--- src/rtl/ulpi_pkg.sv ---
// Shared ULPI definitions: TX CMD prefixes, RXCMD byte layout and the
// ulpi_ctl state encoding.
package ulpi_pkg;

  localparam logic [1:0] TXCMD_TRANSMIT = 2'b01;
  localparam logic [1:0] TXCMD_REGW     = 2'b10;
  localparam logic [1:0] TXCMD_REGR     = 2'b11;

  typedef struct packed {
    logic [1:0] alt_int;
    logic [1:0] rx_event;
    logic [1:0] vbus_state;
    logic [1:0] linestate;
  } rxcmd_t;

  typedef enum logic [2:0] {
    IDLE, PKT, REG_WCMD, REG_WDATA, REG_RCMD, REG_RWAIT, REG_ACK
  } ulpi_ctl_state_t;

endpackage

--- src/rtl/ulpi_rxcmd_decode.sv ---
// Holds the line-state, VBUS and RX event fields of the most recent RXCMD byte.
module ulpi_rxcmd_decode (
  input  logic       clk,
  input  logic       rst,
  input  logic       upd,
  input  logic [7:0] rxcmd,
  output logic [1:0] linestate,
  output logic [1:0] vbus_state,
  output logic [1:0] rx_event
);
  import ulpi_pkg::*;

  rxcmd_t     cmd;
  logic [1:0] unused_alt;

  assign cmd        = rxcmd_t'(rxcmd);
  assign unused_alt = cmd.alt_int;

  always_ff @(posedge clk or posedge rst) begin
    if (rst) begin
      linestate  <= 2'b00;
      vbus_state <= 2'b00;
      rx_event   <= 2'b00;
    end else if (upd) begin
      linestate  <= cmd.linestate;
      vbus_state <= cmd.vbus_state;
      rx_event   <= cmd.rx_event;
    end
  end

endmodule

--- src/rtl/ulpi_ctl.sv ---
// ULPI transaction controller: shares the bridge TX stream between USB packets
// and PHY register access. Read timeout is built when ULPI_CTL_REG_TIMEOUT_EN is defined.
module ulpi_ctl #(
  parameter int unsigned REG_TIMEOUT = 255
) (
  input  logic       clk,
  input  logic       rst,
  input  logic       pkt_tvalid,
  output logic       pkt_tready,
  input  logic [7:0] pkt_tdata,
  input  logic       pkt_tlast,
  input  logic       reg_req,
  input  logic       reg_we,
  input  logic [5:0] reg_addr,
  input  logic [7:0] reg_wdata,
  output logic       reg_ack,
  output logic [7:0] reg_rdata,
  output logic       reg_err,
  output logic       tx_tvalid,
  input  logic       tx_tready,
  output logic [7:0] tx_tdata,
  output logic       tx_tlast,
  input  logic       rx_tvalid,
  input  logic [7:0] rx_tdata,
  input  logic [1:0] rx_tuser,
  output logic [1:0] linestate,
  output logic [1:0] vbus_state,
  output logic [1:0] rx_event
);
  import ulpi_pkg::*;

  ulpi_ctl_state_t state, state_n;
  logic       tx_valid_r, tx_valid_n;
  logic [7:0] tx_data_r, tx_data_n;
  logic       tx_last_r, tx_last_n;
  logic       first_r, first_n;
  logic       ack_n;
  logic [7:0] rdata_n;
  logic       rx_reg_beat;
  logic       unused_tuser;

  assign rx_reg_beat  = rx_tvalid && rx_tuser[0];
  assign unused_tuser = rx_tuser[1];

`ifdef ULPI_CTL_REG_TIMEOUT_EN
  logic [7:0] tmo_cnt, tmo_cnt_n;
  logic       err_r, err_n;

  always_ff @(posedge clk or posedge rst) begin
    if (rst) begin
      tmo_cnt <= 8'd0;
      err_r   <= 1'b0;
    end else begin
      tmo_cnt <= tmo_cnt_n;
      err_r   <= err_n;
    end
  end

  assign reg_err = err_r;
`else
  logic [7:0] unused_timeout;
  assign unused_timeout = 8'(REG_TIMEOUT);
  assign reg_err        = 1'b0;
`endif

  always_comb begin
    state_n    = state;
    tx_valid_n = tx_valid_r;
    tx_data_n  = tx_data_r;
    tx_last_n  = tx_last_r;
    first_n    = first_r;
    ack_n      = 1'b0;
    rdata_n    = reg_rdata;
`ifdef ULPI_CTL_REG_TIMEOUT_EN
    err_n      = err_r;
    tmo_cnt_n  = tmo_cnt;
`endif
    case (state)
      // Never start while the PHY owns the bus; packets beat register ops.
      IDLE: begin
        if (!rx_tvalid && pkt_tvalid) begin
          state_n = PKT;
          first_n = 1'b1;
        end else if (!rx_tvalid && reg_req) begin
          state_n    = reg_we ? REG_WCMD : REG_RCMD;
          tx_valid_n = 1'b1;
          tx_data_n  = {(reg_we ? TXCMD_REGW : TXCMD_REGR), reg_addr};
          tx_last_n  = 1'b0;
        end
      end
      PKT: begin
        if (pkt_tvalid && tx_tready) begin
          first_n = 1'b0;
          if (pkt_tlast) state_n = IDLE;
        end
      end
      REG_WCMD: begin
        if (tx_tready) begin
          state_n   = REG_WDATA;
          tx_data_n = reg_wdata;
          tx_last_n = 1'b1;
        end
      end
      REG_WDATA: begin
        if (tx_tready) begin
          state_n    = REG_ACK;
          tx_valid_n = 1'b0;
          tx_data_n  = 8'h00;
          tx_last_n  = 1'b0;
          ack_n      = 1'b1;
`ifdef ULPI_CTL_REG_TIMEOUT_EN
          err_n      = 1'b0;
`endif
        end
      end
      REG_RCMD: begin
        if (tx_tready) begin
          state_n    = REG_RWAIT;
          tx_valid_n = 1'b0;
          tx_data_n  = 8'h00;
`ifdef ULPI_CTL_REG_TIMEOUT_EN
          tmo_cnt_n  = 8'd0;
`endif
        end
      end
      // USB data beats (tuser[0] = 0) are ignored while waiting for the read byte.
      REG_RWAIT: begin
        if (rx_reg_beat) begin
          state_n = REG_ACK;
          ack_n   = 1'b1;
          rdata_n = rx_tdata;
`ifdef ULPI_CTL_REG_TIMEOUT_EN
          err_n   = 1'b0;
        end else if (tmo_cnt == 8'(REG_TIMEOUT - 1)) begin
          state_n = REG_ACK;
          ack_n   = 1'b1;
          rdata_n = 8'h00;
          err_n   = 1'b1;
        end else begin
          tmo_cnt_n = tmo_cnt + 8'd1;
`endif
        end
      end
      REG_ACK: state_n = IDLE;
      default: state_n = IDLE;
    endcase
  end

  always_ff @(posedge clk or posedge rst) begin
    if (rst) begin
      state      <= IDLE;
      tx_valid_r <= 1'b0;
      tx_data_r  <= 8'h00;
      tx_last_r  <= 1'b0;
      first_r    <= 1'b0;
      reg_ack    <= 1'b0;
      reg_rdata  <= 8'h00;
    end else begin
      state      <= state_n;
      tx_valid_r <= tx_valid_n;
      tx_data_r  <= tx_data_n;
      tx_last_r  <= tx_last_n;
      first_r    <= first_n;
      reg_ack    <= ack_n;
      reg_rdata  <= rdata_n;
    end
  end

  // Packets pass straight through; the PID byte becomes the TX CMD.
  assign tx_tvalid  = (state == PKT) ? pkt_tvalid : tx_valid_r;
  assign tx_tlast   = (state == PKT) ? pkt_tlast  : tx_last_r;
  assign tx_tdata   = (state != PKT) ? tx_data_r :
                      first_r ? {TXCMD_TRANSMIT, 2'b00, pkt_tdata[3:0]} : pkt_tdata;
  assign pkt_tready = (state == PKT) && tx_tready;

  ulpi_rxcmd_decode u_rxcmd (
    .clk        (clk),
    .rst        (rst),
    .upd        (rx_reg_beat && (state != REG_RWAIT)),
    .rxcmd      (rx_tdata),
    .linestate  (linestate),
    .vbus_state (vbus_state),
    .rx_event   (rx_event)
  );

endmodule

--- config.mk ---
export PLATFORM = sky130hd
export DESIGN_NAME = ulpi_ctl
export DESIGN_NICKNAME = d
export VERILOG_FILES = /design/src/rtl/ulpi_pkg.sv /design/src/rtl/ulpi_rxcmd_decode.sv /design/src/rtl/ulpi_ctl.sv
export SDC_FILE = /design/constraint.sdc
export NUM_CORES = 1
export LEC_CHECK = 0
export ABC_AREA = 1
export CAP_MARGIN = 10
export CORE_MARGIN = 3
export CORE_UTILIZATION = 44
export DETAILED_ROUTE_END_ITERATION = 10
export PLACE_DENSITY_LB_ADDON = 0.25
export SLEW_MARGIN = 40
export SYNTH_ARGS = -nofsm -noshare
export SYNTH_HDL_FRONTEND = slang
export SYNTH_SLANG_ARGS = --single-unit
--- constraint.sdc ---
create_clock -name clk -period 1.7 [get_ports clk]
set_clock_uncertainty 0.15 [all_clocks]
set_input_delay 0.17 -clock clk [delete_from_list [all_inputs] [get_ports clk]]
set_output_delay 0.17 -clock clk [all_outputs]
set_load 0.05 [all_outputs]
After elaboration in Yosys (flattened, before gate mapping)
Index checks and enable logic that the tools add are counted.
{"block": "op_classes", "eq_ne": 18, "muxes": 34, "n_reduce_logical": 19}
{"op": "two-way mux 8 bit", "n": 6}
{"op": "two-way mux 3 bit", "n": 9}
{"op": "case mux 8 bit (3 select lines)", "n": 1}
{"op": "inequality test 2 bit, second input constant", "n": 9}
{"op": "case mux 3 bit (6 select lines)", "n": 1}
{"op": "two-way mux 1 bit", "n": 13}
{"op": "AND reduction 5 bit", "n": 2}
{"op": "AND reduction 7 bit", "n": 1}
{"op": "equality test 3 x 2 -> 1 bit, second input constant", "n": 2}
{"op": "equality test 3 bit, second input constant", "n": 2}
{"op": "logical AND 1 bit", "n": 6}
{"op": "inequality test 3 bit, second input constant", "n": 2}
{"op": "case mux 1 bit (2 select lines)", "n": 3}
{"op": "nonzero test 3 bit", "n": 2}
{"op": "AND reduction 4 bit", "n": 1}
{"op": "nonzero test 2 bit", "n": 2}
{"op": "equality test 3 x 1 -> 1 bit, second input constant", "n": 1}
{"op": "logical NOT 3 bit", "n": 1}
{"op": "inequality test 3 x 1 -> 1 bit, second input constant", "n": 1}
{"op": "case mux 1 bit (3 select lines)", "n": 1}
{"op": "AND reduction 3 bit", "n": 1}
{"op": "inequality test 2 x 1 -> 1 bit, second input constant", "n": 1}
{"op": "AND reduction 2 bit", "n": 1}
{"op": "OR reduction 2 bit", "n": 1}
{"op": "logical NOT 1 bit", "n": 1}
{"block": "totals", "regBits": 29, "input_bits": 40, "out_inout_bits": 27, "word_cells": 81}

Logic depth before layout (Yosys ltp)
Gate-level depths: netlist of the first run.
{"block": "logic_depth", "word_depth": 5, "depth_mapped": 9, "depth_no_buf": 8}

By module
From an unflattened synthesis of the first run, not the netlist that was laid out.
{"block": "unflattened", "cells_unflattened": 249, "hier_area_um2": 1707.9}
{"module": "ulpi_ctl", "instances": 1, "cells_each": 223, "area_per_inst_um2": 1482.7, "seq_area_each_um2": 575.6}
{"module": "ulpi_rxcmd_decode", "instances": 1, "cells_each": 26, "area_per_inst_um2": 225.2, "seq_area_each_um2": 150.1}

Worst setup path after synthesis of the first run
OpenSTA, ideal clock, no wires.
{"block": "synth_path", "kind": "register to output", "from": "register state[1]", "to": "output port tx_tdata[4]", "t_arrival_ns": 2.018, "required_ns": 1.380, "setup_slack_ns": -0.638, "stages_incl_launch_ff": 6, "path_buffers": 2, "path_cell_list": "dfrtp_1 buf_6 inv_2 nand3_2 buf_2 o21ai_0"}
{"block": "synth_between", "elab_chain_len": 2}
{"element": "start, declared", "line_no": "ulpi_ctl.sv:32", "source": "ulpi_ctl_state_t state, state_n;"}
{"element": "start signal, assigned", "line_no": "ulpi_ctl.sv:159", "source": "state <= state_n;"}
{"element": "inequality test 3 x 1 -> 1 bit", "line_no": "ulpi_ctl.sv:172", "source": "assign tx_tdata = (state != PKT) ? tx_data_r :"}
{"element": "two-way mux 8 bit", "line_no": "ulpi_ctl.sv:172"}
{"element": "end, declared", "line_no": "ulpi_ctl.sv:21", "source": "output logic [7:0] tx_tdata,"}
No other way between the ends.

Final worst setup path of the first run
Ends and elaborated chain as after synthesis.

==> impl_summary.log, run 1 <==
[metrics] latest clock arrival within the worst-skew pair: 280 ps
[metrics] power density of the placed cells: 2170 nW/µm²
[metrics] Rows: 22
[metrics] Post-Synthesis Cells: 244
[metrics] area growth from synthesis to layout: 62.8%
[metrics] Slowest Stage Delay on Critical Path: 410 ps
[metrics] NumNets Final: 364
[metrics] cell with the most instances after synthesis: sky130_fd_sc_hd__nand2_1
[metrics] average detailed-routed wire length per instance: 13.3 µm
[metrics] violations in the final reports: setup timing
[metrics] Top-Level Pins: 67
[metrics] number of antenna-violating nets in the routed design: 0
[metrics] drt first-iter violations: 106
[metrics] area fraction of the dominant cell type after synthesis: 42.0%
[metrics] final critical path time including I/O delays and setup: 1700 ps
[metrics] post-detailed-route via-to-cell ratio: 4.92
[metrics] critical path arrival: 1380 ps
[metrics] Pwr Total: 6.11 mW
[metrics] setup slack of the most critical reg-to-reg path: 90 ps
[metrics] worst path setup slack after routing: -4.05 ps
[metrics] Filler cells: 263
[metrics] combinational group share of total power: 68.8%
[metrics] H-tree depth: 2
[metrics] Final period util: 100%
[metrics] initial antenna violation count: 0
[metrics] initial core utilization: 46.5%
[metrics] cell-by-cell listing of the critical path: inv_2 -> nand3_4 -> clkbuf_16 -> o21ai_4 -> buf_12
[metrics] kind of end point of the critical path: output port
[metrics] post-synth cell types: 20
[metrics] number of clock buffers inserted by TritonCTS: 5
[metrics] critical path class: reg -> out
[metrics] share of cells above drive strength 1: 28.9%
[metrics] Synth Cell Area: 1730 µm²
[metrics] die span in y: 68.7 µm
[metrics] worst supply voltage drop on vdd: 1110 µV
[metrics] dominant cells by area after synthesis: sky130_fd_sc_hd__dfrtp_1, sky130_fd_sc_hd__nand2_1, sky130_fd_sc_hd__nand3_1, sky130_fd_sc_hd__inv_1, sky130_fd_sc_hd__o21ai_0
[metrics] average cell area after synthesis: 7.08 µm²
[metrics] clock slew at the register clock pins of the worst setup and hold paths: 60 ps
[metrics] diode count: 0
[metrics] total gr overflow: 0
[metrics] cell with the largest stage delay on the worst path: sky130_fd_sc_hd__dfrtp_1
[metrics] hold crit path type: in -> async
[metrics] Sequential Power Share: 19.2%
[metrics] share of power burned in the clock network: 12.0%
[metrics] number of detailed-routing iterations run before antenna repair: 4
[metrics] DP Wirelength: 3510 µm
[metrics] Core Area: 3720 µm²
[metrics] part of the Yosys area used for sequential elements: 42.0%
[metrics] die footprint: 4710 µm²
[metrics] via count of the first global-routing pass: 1,693
[metrics] nets in the synthesized netlist: 284
[metrics] static power due to leakage: 1.45 nW
[metrics] via count: 1,835
[metrics] Yosys top cell by area: sky130_fd_sc_hd__dfrtp_1
[metrics] type of element launching the critical path: flip-flop
[metrics] number of synthesis warnings: 0
[metrics] Port Buffers: 64
[metrics] final max-slew violation count: 0
[metrics] count of cells along the worst register-to-register path: 9
[metrics] post-synthesis async set-or-reset flop share: 100%
[metrics] endpoint required time on the critical path: 1380 ps
[metrics] Residual DRC: 0
[metrics] final setup TNS: -4.05 ps
[metrics] setup repair after global routing missed its margin: yes
[metrics] largest buffer count on any clock path: 2
[metrics] area of all placed cells without fillers: 2810 µm²
[metrics] Synth Flop Type: sky130_fd_sc_hd__dfrtp_1
[metrics] CP max FO: 8
[metrics] pin count of the biggest net entering global routing: 30
[metrics] clock tree from TritonCTS: yes
[metrics] synthesis-stage register bit count: 29
[metrics] most used standard cells in the synthesized netlist: sky130_fd_sc_hd__nand2_1, sky130_fd_sc_hd__dfrtp_1, sky130_fd_sc_hd__nand3_1
[metrics] number of hold violations in the final report: 0
[metrics] final wirelength: 4970 µm
[metrics] Hold Buf Count CTS: 0
[metrics] combined global-route utilization of all metal layers: 21.8%
[metrics] first-pass GRT wire length: 7550 µm
[metrics] total cell area at the placement stage: 2550 µm²
[metrics] Max Freq: 587 MHz
[metrics] Clk Tree Root Cell: sky130_fd_sc_hd__clkbuf_8
[metrics] number of enable-type register cells in the synthesized netlist: 0
[metrics] outcome: complete, but fails checks
[metrics] switching part of the total power: 48.6%
[metrics] number of max-capacitance violations reported: 0
[metrics] final setup violating endpoints: 1
[metrics] design internal power: 3.14 mW
[metrics] Die X-Extent: 68.7 µm
[metrics] net switching power: 2.97 mW
[metrics] weighted congestion at the end of routability-driven global placement: 0.858
[metrics] clock sink total: 29
-- critical path: cells and delay by family (launching register included) --
kind,cells,cell delay (ps)
compound gates,1,150
buf+inv,3,430
flops,1,410
simple gates,1,110
-- layout by cell type (no fill, tap or decap) --
cell type and n:
sky130_fd_sc_hd__nand2_1 100, sky130_fd_sc_hd__nand4_1 2, sky130_fd_sc_hd__nand2_2 10, sky130_fd_sc_hd__nand3_2 1, sky130_fd_sc_hd__o21ai_0 9, sky130_fd_sc_hd__dfrtp_2 2
sky130_fd_sc_hd__conb_1 1, sky130_fd_sc_hd__buf_4 30, sky130_fd_sc_hd__clkdlybuf4s50_1 38, sky130_fd_sc_hd__nand3_1 24, sky130_fd_sc_hd__inv_2 6, sky130_fd_sc_hd__buf_12 12
sky130_fd_sc_hd__o21ai_4 3, sky130_fd_sc_hd__nand2_4 4, sky130_fd_sc_hd__nor2_4 5, sky130_fd_sc_hd__nand3_4 1, sky130_fd_sc_hd__inv_4 1, sky130_fd_sc_hd__a21oi_1 3
sky130_fd_sc_hd__nor2_2 2, sky130_fd_sc_hd__bufinv_16 1, sky130_fd_sc_hd__a21oi_2 1, sky130_fd_sc_hd__nor2_1 10, sky130_fd_sc_hd__clkbuf_1 1, sky130_fd_sc_hd__o21ai_2 7
sky130_fd_sc_hd__clkbuf_16 1, sky130_fd_sc_hd__inv_1 16, sky130_fd_sc_hd__dfrtp_1 27, sky130_fd_sc_hd__a21oi_4 1, sky130_fd_sc_hd__clkbuf_8 6
-- cell type report --
type	count	area (µm²)	share of cell area (%)
clock inverters	1	30.0	1.07
repair buffers	81	871	31.0
flip-flops and latches	29	728	25.9
inverters	23	88.8	3.16
clock buffers	7	86.3	3.07
well taps	48	60.1	2.14
multi-input cells	184	948	33.7
-- registers in the layout, indices dropped and copies added, names as in the netlist --
name and count:
tx_last_r 1, reg_ack 1, state 3, u_rxcmd.rx_event 2
u_rxcmd.linestate 2, reg_rdata 8, tx_data_r 8, tx_valid_r 1
u_rxcmd.vbus_state 2, first_r 1
-- routing by layer --
layer	share of wire, %	GRT usage, %
met3	6.1	5.02
met1	41	26.0
met5	0	0
met4	1.2	9.93
met2	52	36.9
-- cells by family after synthesis --
logic type	after synthesis	share of synthesized area, %
compound gates	24	8.69
buf+inv	31	9.20
flops	29	42.0
simple gates	159	39.9
other cells	1	0.217
-- repair_timing --
item,CTS,global route
hold endpoints to repair,0,0
gates cloned,0,1
setup endpoints to repair,11,20
buffers inserted,4,0
gates resized for setup,8,18
pin swaps,0,1
-- final timing paths --
path                                       from                    to
setup / recovery                       state[1]           tx_tdata[4]
hold / removal                              rst          tx_data_r[5]
setup reg to reg                       state[0]          tx_data_r[3]
hold reg to reg            u_rxcmd.linestate[0]  u_rxcmd.linestate[0]
max in group asynchronous                   rst              state[2]
min in group clk                    rx_tdata[7]          reg_rdata[7]
-- power groups by stage --
stage                     clock network, mW  logic, mW  registers (mW)
after floorplan                           0       2.05            1.57
after detailed placement                  0       3.84            1.19
final                                 0.734       4.21            1.17
after global placement                    0       3.76            1.18
after global routing                  0.782       4.52            1.21
after CTS                             0.751       4.00            1.15
-- through the flow --
step / hold WS [ps] / utilization, % / worst slack (ps) / instances
after floorplan: 98.1 / - / -47.4 / 244
after global placement: 305 / 68.7 / 45.1 / 360
after detailed placement: 309 / 68.7 / 25.5 / 360
after CTS: 140 / 73.2 / -11.6 / 372
after global routing: 157 / 75.7 / -53.7 / 373
final: 125 / 75.7 / -4.05 / 373
Power figures use the tool's default switching activity.
==> run 2, diff against run 1 <==
CELL_PAD_IN_SITES_DETAIL_PLACEMENT = 1   (was default)
CELL_PAD_IN_SITES_GLOBAL_PLACEMENT = 1   (was default)
CORE_UTILIZATION = 30   (was 44)
SKIP_CTS_REPAIR_TIMING = 1   (was default)
==> run 2 against run 1 <==
Global-route usage shrank 5.3 points. Core utilization fell by 25 points. Routed wire length grew 11%. The flow still finishes with violations (setup timing). First-iteration DRC count down 57%. Sequential power hardly changed.
==> impl_summary.log, run 2 (synthesis results as in run 1) <==
[metrics] area of the multi-input gates: 921 µm²
[metrics] capturing point of the worst reg2reg path: tx_data_r[5]
[metrics] commonest cells after routing, fill and taps aside: sky130_fd_sc_hd__nand2_1, sky130_fd_sc_hd__clkdlybuf4s50_1, sky130_fd_sc_hd__buf_4, sky130_fd_sc_hd__dfrtp_1, sky130_fd_sc_hd__nand3_1
[metrics] total gr overflow: 0
[metrics] final wirelength: 5530 µm
[metrics] post-detailed-route via-to-cell ratio: 4.59
[metrics] number of antenna-violating nets in the routed design: 0
[metrics] origin of the critical flop-to-flop path: state[1]
[metrics] drt first-iter violations: 46
[metrics] Die X-Extent: 81.9 µm
[metrics] share of cells above drive strength 1: 30.0%
[metrics] outcome: complete, but fails checks
[metrics] number of hold violations in the final report: 0
[metrics] type of element launching the critical path: flip-flop
[metrics] hold crit path type: in -> async
[metrics] via count: 1,847
[metrics] Rows: 27
[metrics] Max Freq: 587 MHz
[metrics] Core Area: 5540 µm²
[metrics] via count of the first global-routing pass: 1,773
[metrics] number of max-capacitance violations reported: 0
[metrics] critical path arrival: 1380 ps
[metrics] kind of end point of the critical path: output port
[metrics] initial core utilization: 31.2%
[metrics] CP max FO: 10
[metrics] worst supply voltage drop on vdd: 764 µV
[metrics] number of clock buffers inserted by TritonCTS: 5
[metrics] final setup TNS: -3.41 ps
[metrics] sequential cell area in the final layout: 729 µm²
[metrics] pin count of the biggest net entering global routing: 30
[metrics] largest registers: reg_rdata x8, tx_data_r x8, state x3
[metrics] critical path startpoint: state[2]
[metrics] initial antenna violation count: 0
[metrics] clock sink total: 29
[metrics] endpoint required time on the critical path: 1380 ps
[metrics] power density of the placed cells: 2120 nW/µm²
[metrics] setup slack of the most critical reg-to-reg path: 100 ps
[metrics] clock tree from TritonCTS: yes
[metrics] Filler cells: 698
[metrics] worst-case hold slack: 116 ps
[metrics] NumNets Final: 369
[metrics] weighted congestion at the end of routability-driven global placement: 0.830
[metrics] largest buffer count on any clock path: 2
[metrics] Residual DRC: 0
[metrics] static power due to leakage: 1.45 nW
[metrics] first-pass GRT wire length: 8420 µm
[metrics] final max-slew violation count: 0
[metrics] end point of the critical path: tx_tdata[4]
[metrics] worst path setup slack after routing: -3.41 ps
[metrics] number of detailed-routing iterations run before antenna repair: 4
[metrics] Clk Tree Root Cell: sky130_fd_sc_hd__clkbuf_8
[metrics] diode count: 0
[metrics] DP Wirelength: 4180 µm
[metrics] die span in y: 81.9 µm
[metrics] final critical path time including I/O delays and setup: 1700 ps
[metrics] H-tree depth: 2
[metrics] Pwr Total: 6.01 mW
[metrics] area growth from synthesis to layout: 63.9%
[metrics] violations in the final reports: setup timing
[metrics] Port Buffers: 64
[metrics] Top-Level Pins: 67
[metrics] critical path class: reg -> out
[metrics] Final period util: 100%
[metrics] most common cell after layout, fill and taps aside: sky130_fd_sc_hd__nand2_1
[metrics] die footprint: 6710 µm²
[metrics] setup repair after global routing missed its margin: yes
[metrics] final setup violating endpoints: 1
[metrics] average detailed-routed wire length per instance: 13.7 µm
[metrics] combined global-route utilization of all metal layers: 16.5%
[metrics] count of cells along the worst register-to-register path: 8
[metrics] clock slew at the register clock pins of the worst setup and hold paths: 70 ps
[metrics] latest clock arrival within the worst-skew pair: 280 ps
-- run 2: critical path, cell delays in order, from the launching register on --
cell and delay, ps:
sky130_fd_sc_hd__dfrtp_2 440, sky130_fd_sc_hd__clkinv_4 80, sky130_fd_sc_hd__nand3_4 90, sky130_fd_sc_hd__buf_8 160, sky130_fd_sc_hd__o21ai_2 160, sky130_fd_sc_hd__buf_12 160
-- run 2: area by class of cell --
cell class	instances	area share, %
Clock buffer	6	2.56
Clock inverter	2	0.354
Inverter	23	3.31
Multi-Input combinational cell	184	32.5
Sequential cell	29	25.8
Tap cell	72	3.18
Timing Repair Buffer	86	32.3
-- run 2: report_power, final --
group | internal (mW) | leakage [nW] | switching (mW)
clock | 0.283 | 0.0450 | 0.281
combinational | 1.73 | 1.04 | 2.52
sequential | 0.987 | 0.361 | 0.211
-- run 2: worst min path at each step --
stage                           endpoint         start  slack [ps]  cells after the start
finish              u_rxcmd.linestate[1]           rst         120                      3
global route                     reg_ack           rst         150                      3
CTS                         reg_rdata[6]           rst         130                      3
detailed placement          reg_rdata[7]  reg_rdata[7]         310                      2
global placement            reg_rdata[7]  reg_rdata[7]         310                      2
floorplan                        first_r           rst         100                      1
-- run 2: metal layers --
layer	vias to the layer above	wire [µm]	track usage, %
met1	863	2360	20.4
met5	-	0	0
met4	0	65	5.98
li1	931	-	-
met3	4	255	3.07
met2	49	2850	28.4
-- run 2: stage by stage --
step                instances  cell area, µm²  worst slack (ps)  util, %
global route              402            2830             -73.2     51.1
floorplan                 244            1760             -47.4        -
global placement          384            2610              39.7     47.1
CTS                       392            2690              -302     48.6
detailed placement        384            2610             -18.4     47.1
finish                    402            2830             -3.41     51.1
==> run 3, diff against run 2 <==
CTS_CLUSTER_DIAMETER = 150   (was default)
GPL_ROUTABILITY_DRIVEN = 0   (was default)
==> results of run 3 <==
Same layout as run 2: the final DEF is identical, and so are final timing and power.
